### config.mk
export PLATFORM = sky130hd
export DESIGN_NAME = clahe_hist_accum
export DESIGN_NICKNAME = d
export VERILOG_FILES = /design/src/rtl/clahe_hist_accum.sv
export SDC_FILE = /design/constraint.sdc
export NUM_CORES = 1
export LEC_CHECK = 0
export ABC_AREA = 1
export CAP_MARGIN = 10
export CORE_ASPECT_RATIO = 0.6
export CORE_UTILIZATION = 55
export DETAILED_ROUTE_END_ITERATION = 12
export PLACE_DENSITY = 0.86
export SLEW_MARGIN = 5
export SYNTH_ARGS = -nofsm -noshare
export SYNTH_HDL_FRONTEND = slang
export SYNTH_SLANG_ARGS = --single-unit
### constraint.sdc
create_clock -name pclk -period 4.1 [get_ports pclk]
set_clock_uncertainty 0.15 [all_clocks]
set_input_delay 0.82 -clock pclk [delete_from_list [all_inputs] [get_ports pclk]]
set_output_delay 0.82 -clock pclk [all_outputs]
set_load 0.02 [all_outputs]
### src/rtl/clahe_hist_accum.sv
// CLAHE tile histogram accumulator: 3-stage read-modify-write into an external bin RAM
// with hazard forwarding, plus frame sequencing. Define CLAHE_HIST_SAT_EN to saturate bins.
module clahe_hist_accum #(
  parameter int unsigned PIX_W  = 8,
  parameter int unsigned TILE_W = 4,
  parameter int unsigned CNT_W  = 16
) (
  input  logic              pclk,
  input  logic              rst_n,
  input  logic [PIX_W-1:0]  in_pix,
  input  logic              in_href,
  input  logic              in_vsync,
  input  logic [TILE_W-1:0] tile_idx,
  output logic [TILE_W-1:0] ram_rd_tile,
  output logic [PIX_W-1:0]  ram_rd_addr,
  input  logic [CNT_W-1:0]  ram_rd_data,
  output logic [TILE_W-1:0] ram_wr_tile,
  output logic [PIX_W-1:0]  ram_wr_addr,
  output logic [CNT_W-1:0]  ram_wr_data,
  output logic              ram_wr_en,
  output logic              clear_start,
  input  logic              clear_done,
  output logic              frame_hist_done,
  output logic [23:0]       frame_pix_cnt,
  output logic              frame_overrun
);

  localparam int unsigned KEY_W  = TILE_W + PIX_W;
  localparam int unsigned PCNT_W = 24;

  typedef enum logic [1:0] {ST_IDLE, ST_ACCUM, ST_DRAIN, ST_WAIT_CLR} state_e;

  logic              vsync_q;
  logic              s1_valid_q, s1_valid_d, s2_valid_q, s2_valid_d, s3_valid_q, s3_valid_d;
  logic              w_valid_q, w_valid_d;
  logic [KEY_W-1:0]  s1_key_q, s1_key_d, s2_key_q, s2_key_d, s3_key_q, s3_key_d, w_key_q, w_key_d;
  logic [CNT_W-1:0]  s3_cnt_q, s3_cnt_d, w_cnt_q, w_cnt_d;
  logic [CNT_W-1:0]  base_c;
  logic [PCNT_W-1:0] pix_cnt_q, pix_cnt_d, snap_q, snap_d, frame_pix_cnt_q, frame_pix_cnt_d;
  state_e            state_q, state_d;
  logic [1:0]        drain_q, drain_d;
  logic              pend_q, pend_d;
  logic              overrun_q, overrun_d, done_q, done_d, clr_q, clr_d;
  logic              pix_vld_c, vs_rise_c, vs_fall_c;

  assign pix_vld_c = in_href && in_vsync;
  assign vs_rise_c = in_vsync && !vsync_q;
  assign vs_fall_c = !in_vsync && vsync_q;

  // Datapath: S1 addresses the RAM, S2 picks the freshest count, S3 holds the write.
  always_comb begin
    s1_valid_d = pix_vld_c;
    s1_key_d   = {tile_idx, in_pix};
    s2_valid_d = s1_valid_q;
    s2_key_d   = s1_key_q;
    base_c     = ram_rd_data;
    // S3 is newer than the previous-cycle write; RAM data misses both.
    if (s3_valid_q && (s3_key_q == s2_key_q)) begin
      base_c = s3_cnt_q;
    end else if (w_valid_q && (w_key_q == s2_key_q)) begin
      base_c = w_cnt_q;
    end
    s3_valid_d = s2_valid_q;
    s3_key_d   = s2_key_q;
`ifdef CLAHE_HIST_SAT_EN
    s3_cnt_d   = (base_c == {CNT_W{1'b1}}) ? base_c : base_c + CNT_W'(1);
`else
    s3_cnt_d   = base_c + CNT_W'(1);
`endif
    w_valid_d  = s3_valid_q;
    w_key_d    = s3_key_q;
    w_cnt_d    = s3_cnt_q;
    pix_cnt_d  = pix_cnt_q;
    if (vs_rise_c) begin
      pix_cnt_d = pix_vld_c ? PCNT_W'(1) : '0;
    end else if (pix_vld_c && (pix_cnt_q != {PCNT_W{1'b1}})) begin
      pix_cnt_d = pix_cnt_q + PCNT_W'(1);
    end
  end

  // Frame sequencing; never gates accumulation.
  always_comb begin
    state_d         = state_q;
    drain_d         = drain_q;
    pend_d          = pend_q;
    overrun_d       = overrun_q;
    snap_d          = snap_q;
    frame_pix_cnt_d = frame_pix_cnt_q;
    done_d          = 1'b0;
    clr_d           = 1'b0;
    unique case (state_q)
      ST_IDLE: begin
        if (vs_rise_c) state_d = ST_ACCUM;
      end
      ST_ACCUM: begin
        if (vs_fall_c) begin
          state_d = ST_DRAIN;
          drain_d = '0;
          pend_d  = 1'b0;
          snap_d  = pix_cnt_q;
        end
      end
      ST_DRAIN: begin
        if (vs_rise_c) pend_d = 1'b1;
        if (drain_q == 2'd2) begin
          done_d          = 1'b1;
          clr_d           = 1'b1;
          frame_pix_cnt_d = snap_q;
          pend_d          = 1'b0;
          state_d         = (pend_q || vs_rise_c) ? ST_ACCUM : ST_WAIT_CLR;
        end else begin
          drain_d = drain_q + 2'd1;
        end
      end
      ST_WAIT_CLR: begin
        if (vs_rise_c) begin
          overrun_d = 1'b1;
          state_d   = ST_ACCUM;
        end else if (clear_done) begin
          state_d = ST_IDLE;
        end
      end
      default: state_d = ST_IDLE;
    endcase
  end

  always_ff @(posedge pclk or negedge rst_n) begin
    if (!rst_n) begin
      vsync_q         <= 1'b0;
      s1_valid_q      <= 1'b0;
      s2_valid_q      <= 1'b0;
      s3_valid_q      <= 1'b0;
      w_valid_q       <= 1'b0;
      s1_key_q        <= '0;
      s2_key_q        <= '0;
      s3_key_q        <= '0;
      w_key_q         <= '0;
      s3_cnt_q        <= '0;
      w_cnt_q         <= '0;
      pix_cnt_q       <= '0;
      snap_q          <= '0;
      frame_pix_cnt_q <= '0;
      state_q         <= ST_IDLE;
      drain_q         <= '0;
      pend_q          <= 1'b0;
      overrun_q       <= 1'b0;
      done_q          <= 1'b0;
      clr_q           <= 1'b0;
    end else begin
      vsync_q         <= in_vsync;
      s1_valid_q      <= s1_valid_d;
      s2_valid_q      <= s2_valid_d;
      s3_valid_q      <= s3_valid_d;
      w_valid_q       <= w_valid_d;
      s1_key_q        <= s1_key_d;
      s2_key_q        <= s2_key_d;
      s3_key_q        <= s3_key_d;
      w_key_q         <= w_key_d;
      s3_cnt_q        <= s3_cnt_d;
      w_cnt_q         <= w_cnt_d;
      pix_cnt_q       <= pix_cnt_d;
      snap_q          <= snap_d;
      frame_pix_cnt_q <= frame_pix_cnt_d;
      state_q         <= state_d;
      drain_q         <= drain_d;
      pend_q          <= pend_d;
      overrun_q       <= overrun_d;
      done_q          <= done_d;
      clr_q           <= clr_d;
    end
  end

  assign ram_rd_tile     = s1_key_q[PIX_W +: TILE_W];
  assign ram_rd_addr     = s1_key_q[PIX_W-1:0];
  assign ram_wr_tile     = s3_key_q[PIX_W +: TILE_W];
  assign ram_wr_addr     = s3_key_q[PIX_W-1:0];
  assign ram_wr_data     = s3_cnt_q;
  assign ram_wr_en       = s3_valid_q;
  assign clear_start     = clr_q;
  assign frame_hist_done = done_q;
  assign frame_pix_cnt   = frame_pix_cnt_q;
  assign frame_overrun   = overrun_q;

endmodule
# Word level (Yosys, flattened, before mapping)
# Index checks and enable logic that the tools add are counted.
# word_totals
reg_bits	164
in_bits	33
out_inout_bits	68
elab_cells	74
# op_classes
n_addsub	3
eq_ne	13
n_mux	21
reduce_logical	18
# op_table
op	count
two-way mux 24 bit	2
two-way mux 16 bit	2
adder 24 x 1 -> 24 bit, second input constant	1
== test 12 bit	2
!= test 24 bit, second input constant	1
adder 16 x 1 -> 16 bit, second input constant	1
two-way mux 2 bit	8
!= test 2 bit, second input constant	4
one-hot mux 2 bit (4 select lines)	1
== test 2 bit, second input constant	3
logical AND 1 bit	6
two-way mux 1 bit	6
!= test 3 bit, second input constant	2
AND reduction 2 bit	3
AND reduction 3 bit	2
one-hot mux 2 bit (2 select lines)	1
AND reduction 4 bit	1
nonzero test 2 bit	2
adder 2 x 1 -> 2 bit, second input constant	1
== test 2 x 1 -> 1 bit, second input constant	1
zero test 1 bit	2
zero test 2 bit	1
one-hot mux 1 bit (2 select lines)	1
logical OR 1 bit	1

# Longest topological paths before layout
# Gate-level depths: netlist of run 1.
# depth
ltp_word	6
depth_mapped	17
mapped_depth_nobuf	16

# Worst setup path after synthesis of run 1
# OpenSTA, ideal clock, no wires.
# synth_timing
path_kind	in2reg
from	input in_vsync
to	register state_q[1]
setup_time_ns	0.128
arrival_ns	1.943
t_required_ns	3.822
path_slack_ns	1.879
cell_stages	8
path_buffers	0
cell_sequence	inv_1 > nor2_1 > inv_1 > o21a_1 > nor3_1 > inv_1 > o21ai_0 > o31ai_1
# synth_via
elab_chain_len	5
word_cells_on_any_way	12
cone_classes	eq/ne (3); mux (4); reduce/logical (5)
# synth_rtl
item	line	text
start: declaration	12	input logic in_vsync,
logical AND 1 bit	47	assign vs_rise_c = in_vsync && !vsync_q;
logical OR 1 bit	110	state_d = (pend_q || vs_rise_c) ? ST_ACCUM : ST_WAIT_CLR;
two-way mux 2 bit	110	
two-way mux 2 bit	105	if (drain_q == 2'd2) begin
one-hot mux 2 bit (4 select lines)	91	unique case (state_q)
end signal: assignment	164	state_q <= state_d;
end: declaration	40	state_e state_q, state_d;
# Several ways; a longest one is shown, not always the timed one. The select of a mux whose other input is x is not followed.
# A chain may end at the register's enable or synchronous reset.

# Final worst setup path of run 1
# layout_timing
from	register s2_key_q[0]
to	register s3_cnt_q[9] (netlist: ram_wr_data[9])
# layout_via
elab_chain_len	5
word_cells_on_any_way	7
cone_classes	add/sub (1); eq/ne (2); mux (2); reduce/logical (2)
# layout_rtl
item	line	text
start: declaration	36	logic [KEY_W-1:0] s1_key_q, s1_key_d, s2_key_q, s2_key_d, s3_key_q, s3_key_d, w_key_q, w_key_d;
start signal: assignment	156	s2_key_q <= s2_key_d;
== test 12 bit	60	end else if (w_valid_q && (w_key_q == s2_key_q)) begin
logical AND 1 bit	60	
two-way mux 16 bit	60	
two-way mux 16 bit (*)	58	if (s3_valid_q && (s3_key_q == s2_key_q)) begin
adder 16 x 1 -> 16 bit (*)	68	s3_cnt_d = base_c + CNT_W'(1);
named net s3_cnt_d[9]	37	logic [CNT_W-1:0] s3_cnt_q, s3_cnt_d, w_cnt_q, w_cnt_d;
end signal: assignment	159	s3_cnt_q <= s3_cnt_d;
end: declaration	37	
# Mark *: on every way through the listed nets, which the timed path passes. The rest lies on a longest branch.

==> metrics.csv, run 1 <==
stage,metric,value,unit
status,status,finished clean,
sta,setup violators final,0,
sta,hold_ws,198,ps
setup_path,Crit. Startpoint,s2_key_q[0],
clock_tree,CTS tree,yes,
synthesis,Post-Synth Simple-Gate Area,0.300,
synthesis,Synth Area in Adders,0.0118,
sta,Final min period,2770,ps
sta,"Hold Vio Cnt, Final",0,
setup_path,CP peak stage delay,460,ps
place,DP Area,8580,µm²
synthesis,post-synthesis xor/xnor area fraction,0.0188,
grt,global-route wire length before repair,30000,µm
sta,Setup WS post-layout,1330,ps
power_and_ir_drop,P_leak,4.51,nW
grt,Total GRT Usage,0.277,
finish,most frequent cells in the layout,"nand2_1 (285), dfrtp_1 (164), clkdlybuf4s50_1 (99), inv_1 (89), nor2_1 (52)",
power_and_ir_drop,Max VDD drop,356,µV
clock_tree,CTS max path bufs,2,
synthesis,post-synthesis instance total,858,
finish,nets,1007,
route,WL per Instance,15.6,µm
synthesis,largest family of logic cells by synthesized area,simple AND/OR/NAND/NOR gates,
synthesis,post-synthesis mux area share,0,
finish,"leading cell type in the layout, fill and taps excluded",nand2_1,
clock_tree,Resize count post-CTS,0,
route,starting DRC count in detailed routing,365,
floorplanning,die area,13900,µm²
route,DRC,0,
worst_hold_path,HP Class,register to register,
floorplanning,core area,13000,µm²
sta,Final Slew Violations,0,
place,DP HPWL,12700,µm
setup_path,reg2reg path depth,15,
route,Vias,6048,
floorplanning,die width,152,µm
floorplanning,Die H,91.9,µm
floorplanning,# IOs,101,
finish,Layout area overhead,24.5,%
route,Total Routed Length,18000,µm
sta,Rel. slew slack,0.424,
route,First-pass DRT Iterations,4,
finish,design area,9220,µm²
synthesis,Syn Area/Cell,8.63,µm²
synthesis,Synth Register Bits,164,
clock_tree,Sink Count,164,
setup_path,Critical Path End Type,register,
route,Final ANT Viol Nets,0,
floorplanning,initial core utilization,0.571,
sta,Fmax,360,MHz
setup_path,maximum fanout along the worst path,15,
grt,initial antenna violation count,0,
clock_tree,Clock Latency Late Sink,420,ps
setup_path,worst setup path class,register to register,
finish,Antenna Cells,0,
place,worst slack at placement,1110,ps
route,vias per cell,5.26,
setup_path,Critical Path AT,2940,ps
worst_hold_path,Worst Hold Launch,s1_valid_q,
place,GP Congestion,0.917,
grt,largest net degree at the start of global routing,94,
setup_path,crit path capture,ram_wr_data[9],
finish,post-layout util,0.711,
setup_path,Crit path required time,4270,ps
synthesis,Post-Syn Nets,898,
synthesis,count of different cell masters after synthesis,41,
sta,worst slew pin tran,859,ps
clock_tree,clock slew at reported path FFs,70,ps
clock_tree,cts hold-fix bufs,0,
setup_path,Crit-path slowest cell,nand2_1,
setup_path,FF-to-FF End,ram_wr_data[9],
clock_tree,Root Driver,clkbuf_16,
grt,vias in the first global route,5870,
synthesis,sequential fraction of the synthesis area,0.554,
setup_path,Startpoint Class,register,
clock_tree,Setup Buffers After CTS,0,
sta,unrepaired setup endpoints after global routing,no,
clock_tree,H-tree depth,4,
place,IO Port Bufs,100,
setup_path,most frequent CP cell,nand2_1,
synthesis,Yosys warning count,0,
clock_tree,cts bufs inserted,17,
run,max_cap viols,0,
setup_path,CP cell instances,inv_2 > o21ai_0 > inv_1 > nand3b_1 > nor2_1 > nand2_1 > inv_1 > nand2_1 > nand2_2 > nor2_2 > nand2_4 > nor2_8 > nand2_1 > nand2_1 > nand2_1,
synthesis,Netlist Area Pre-Place,7410,µm²
finish,share of layout cells above drive strength 1,0.107,
floorplanning,row count,32,
setup_path,R2R Setup Slk,1330,ps
grt,GRT overflow,0,
sta,Tcrit/Tclk final,0.677,
synthesis,Synth Area in Compound Gates,0.0525,
setup_path,worst r2r src,s2_key_q[0],
power_and_ir_drop,pwr dens,483,nW/µm²
sta,setup_tns,0,ps
-- per-stage QoR --
step                cells  power, mW
finish               1150       4.46
global route         1150       4.66
CTS                  1150       4.48
detailed placement   1118       2.75
global placement     1118       2.73
floorplan             858       2.39
-- cells by family after synthesis --
| kind of cell | count (synthesis) |
|---|---|
| DFF | 164 |
| AOI/OAI and AO/OA | 72 |
| buffers and inverters | 119 |
| xor gates and xnor gates | 15 |
| and+or+nand+nor | 481 |
| adders and majority gates | 7 |
-- power by group --
part / internal (mW) / switching (mW)
Combinational: 0.333 / 0.457
Sequential: 1.82 / 0.125
Clock: 1.04 / 0.681
-- flip-flops by register name, summed over array words and instances (netlist names), 2 cells and up --
register / cells
snap_q: 24
s1_key_q: 12
state_q: 2
s2_key_q: 12
w_key_q: 12
ram_wr_data: 16
frame_pix_cnt: 24
drain_q: 2
s3_key_q: 12
pix_cnt_q: 24
w_cnt_q: 16
-- worst max-delay path, delay by kind of cell (launching register included) --
family / cells / cell delay [ps]
simple gates: 11 / 1520
flops: 1 / 420
buf+inv: 3 / 430
compound gates: 1 / 150
-- synthesized netlist by cell type (all sizes together) --
cell type	count	area share
o21ai	51	0.036
nand3	51	0.040
nor4	8	0.0076
nand4	13	0.011
o22ai	2	0.0017
dfrtp	164	0.55
nor2	68	0.048
and2	1	0.00085
o21bai	1	0.0010
nand2	306	0.16
a21oi	12	0.0081
o31ai	2	0.0020
nor3	18	0.012
a211oi	1	0.0010
a31oi	2	0.0017
or2	9	0.0076
xor2	10	0.013
nand3b	7	0.0071
inv	102	0.052
o21a	1	0.0010
buf	5	0.0054
ha	7	0.012
clkbuf	11	0.0056
xnor2	5	0.0059
clkinv	1	0.00051
-- worst min path at each step --
stage,to,slack [ps],cells past startpoint
final,s2_valid_q,200,0
after global routing,ram_wr_en,220,0
after CTS,s2_valid_q,200,0
after detailed placement,s2_valid_q,180,0
after global placement,ram_wr_en,190,0
after floorplan,ram_wr_en,180,0
-- layer usage --
layer / GRT usage / wire length [µm] / vias to the layer above
li1: - / - / 2929
met1: 0.422 / 8950 / 2871
met2: 0.388 / 7420 / 222
met3: 0.0681 / 1330 / 26
met4: 0.0808 / 287 / 0
met5: 0 / 0 / -
-- layout make-up --
| cell class | instances | area [µm²] |
|---|---|---|
| Sequential cell | 164 | 4100 |
| Fill cell | 993 | 3750 |
| Multi-Input combinational cell | 575 | 2830 |
| Timing Repair Buffer | 106 | 1050 |
| Clock buffer | 18 | 439 |
| Inverter | 103 | 387 |
| Tap cell | 170 | 213 |
| Clock inverter | 14 | 200 |
Power figures use the tool's default switching activity.
==> run 2: changes to the inputs <==
CORE_UTILIZATION = 50   (was 55)
PLACE_DENSITY = 0.83   (was 0.86)
clock period = 2.2 ns   (was 4.1 ns; I/O delays follow)
==> run 2 against run 1 <==
- the flow now finishes with violations (setup timing)
- via count up 5.7%
- routed wire length up 10%
- critical path depth up 3
- sequential power up 87%
- sequential share of layout area down 4.1 points
- sequential cell count unchanged
- combinational power up 100%
- final cell count up 9.6%
- utilization down 0.84 points
- die area up 9.8%
- maximum frequency up 15%
- critical endpoint is now ram_wr_data[13]
==> metrics.csv, run 2 (synthesis gave the netlist of run 1 again) <==
stage,metric,value,unit,change
route,First-pass DRT Iterations,7,,+3
power_and_ir_drop,Cell Int Power,5.75,mW,+80%
sta,"Hold Vio Cnt, Final",0,,unchanged
setup_path,Crit. Startpoint,s2_key_q[4],,
sta,setup violators final,14,,+14
power_and_ir_drop,Max VDD drop,557,µV,+57%
clock_tree,clock slew at reported path FFs,60,ps,about the same
place,Placed Cells,1210,,+8.2%
grt,Total GRT Usage,0.266,,-0.0102
clock_tree,CTS tree,yes,,
sta,Final min period,2420,ps,-356 ps
setup_path,R2R Setup Slk,-220,ps,-1540 ps
finish,post-layout util,0.703,,-0.00835
floorplanning,die width,159,µm,+4.8%
clock_tree,CTS max path bufs,2,,unchanged
grt,GRT overflow,0,,unchanged
grt,global-route wire length before repair,31100,µm,+3.6%
place,DP HPWL,14100,µm,+11%
clock_tree,Root Driver,clkbuf_16,,
floorplanning,Die H,96.3,µm,+4.8%
setup_path,crit path capture,ram_wr_data[13],,
sta,unrepaired setup endpoints after global routing,yes,,
route,starting DRC count in detailed routing,457,,+25%
setup_path,worst r2r src,s2_key_q[4],,
sta,Setup WS post-layout,-218,ps,-1540 ps
status,failing checks,setup timing,,
power_and_ir_drop,pwr dens,794,nW/µm²,+64%
route,DRC,0,,unchanged
floorplanning,die area,15300,µm²,+9.8%
power_and_ir_drop,Reg power frac,0.450,,+0.014
sta,Rel. slew slack,0.690,,+0.266
sta,Final Slew Violations,0,,unchanged
setup_path,Critical Path End Type,register,,
power_and_ir_drop,P_leak,4.99,nW,+11%
floorplanning,core area,14500,µm²,+11%
finish,"leading cell type in the layout, fill and taps excluded",nand2_1,,
setup_path,reg2reg path depth,18,,+3
route,Final ANT Viol Nets,0,,unchanged
floorplanning,# IOs,101,,unchanged
run,max_cap viols,0,,unchanged
power_and_ir_drop,Clock power frac,0.351,,-0.036
place,worst slack at placement,-346,ps,-1450 ps
sta,hold_ws,197,ps,-1.12 ps
setup_path,worst setup path class,register to register,,
clock_tree,Clock Latency Late Sink,420,ps,about the same
finish,most frequent cells in the layout,"nand2_1 (267), dfrtp_1 (162), clkdlybuf4s50_1 (98), inv_1 (87), buf_4 (78)",,
worst_hold_path,HP Class,register to register,,
setup_path,FF-to-FF End,ram_wr_data[13],,
power_and_ir_drop,Net Sw Power,2.33,mW,+84%
place,DP Area,9150,µm²,+6.6%
power_and_ir_drop,Gate power share,0.199,,+0.022
grt,largest net degree at the start of global routing,45,,-52%
finish,Antenna Cells,0,,unchanged
route,WL per Instance,15.8,µm,+0.75%
setup_path,Critical Path AT,2580,ps,-360 ps
finish,nets,1089,,+8.1%
route,Vias,6393,,+5.7%
setup_path,maximum fanout along the worst path,5,,-10
finish,Layout area overhead,37.2,%,
clock_tree,H-tree depth,4,,unchanged
sta,Fmax,414,MHz,+15%
finish,share of layout cells above drive strength 1,0.222,,+0.115
floorplanning,initial core utilization,0.512,,-0.0589
status,status,"complete, but fails checks",,
sta,Tcrit/Tclk final,1.10,,+0.422
place,IO Port Bufs,100,,unchanged
place,GP Congestion,0.999,,+9.0%
clock_tree,Sink Count,164,,unchanged
sta,worst slew pin tran,462,ps,-397 ps
finish,final cell count without fillers,1260,,+9.6%
setup_path,Startpoint Class,register,,
grt,initial antenna violation count,0,,unchanged
floorplanning,row count,34,,+6.3%
power_and_ir_drop,Sw Ratio,0.288,,+0.00469
route,vias per cell,5.07,,-3.5%
grt,vias in the first global route,5984,,+1.9%
route,Total Routed Length,19900,µm,+10%
clock_tree,cts bufs inserted,17,,unchanged
finish,design area,10200,µm²,+10%
setup_path,Crit path required time,2360,ps,-1910 ps
==> run 2: final cells by class <==
class | count | area [µm²]
clock buffer | 21 | 470
tap | 198 | 248
sequential | 164 | 4110
fill | 1071 | 4300
clock inverter | 11 | 103
timing repair buffer | 188 | 1750
inverter | 103 | 389
multi-input combinational | 575 | 3090
==> run 2: timing repair <==
action                     CTS  global route
setup endpoints to repair   16            24
hold endpoints to repair    37             0
pin swaps                   14            22
hold buffers                 1             0
gates resized for setup     28            48
setup buffers                5            11
cloned                       0             1
==> run 2: worst min path at each step <==
stage	startpoint	to	slack [ps]	depth (start not counted)
detailed placement	s1_valid_q	s2_valid_q	180	0
global placement	s1_valid_q	s2_valid_q	180	0
finish	s1_valid_q	s2_valid_q	200	0
global route	s1_valid_q	s2_valid_q	210	0
floorplan	rst_n	clear_start	-6	0
CTS	s1_valid_q	s2_valid_q	200	0
==> run 2: worst max-delay path, cell delays in order, from the launching register on <==
cell and delay (ps):
dfrtp_1 420, inv_1 70, nand2_2 80, buf_6 100, nand2_4 50, nor2_4 80
nand2_2 80, nor2_8 130, nand2_4 100, nand2_2 70, nand2_2 70, o21ai_4 160
buf_4 140, buf_4 100, nand3_4 110, nor2_4 220, nand2_1 80, nand2_1 60
nand2_1 40
==> run 2: per-layer routing <==
metal / up-vias / GRT usage / wire (µm)
li1: 3074 / - / -
met3: 27 / 0.0776 / 1660
met2: 233 / 0.361 / 8080
met5: - / 0 / 0
met4: 0 / 0.0737 / 228
met1: 3059 / 0.407 / 9910
==> run 2: power by group through the flow <==
stage	Combinational [mW]	Sequential (mW)	Clock, mW
6_report	1.61	3.63	2.83
5_1_grt	1.78	3.68	3.02
4_1_cts	1.57	3.62	2.89
3_5_place_dp	1.54	3.67	0
3_3_place_gp	1.51	3.66	0
2_1_floorplan	0.627	3.83	0
==> run 2: stage by stage <==
| stage | setup TNS [ps] | total power [mW] |
|---|---|---|
| floorplan | 0 | 4.46 |
| global placement | -2520 | 5.16 |
| detailed placement | -3210 | 5.21 |
| CTS | -1330 | 8.08 |
| global route | -3940 | 8.47 |
| finish | -2180 | 8.07 |
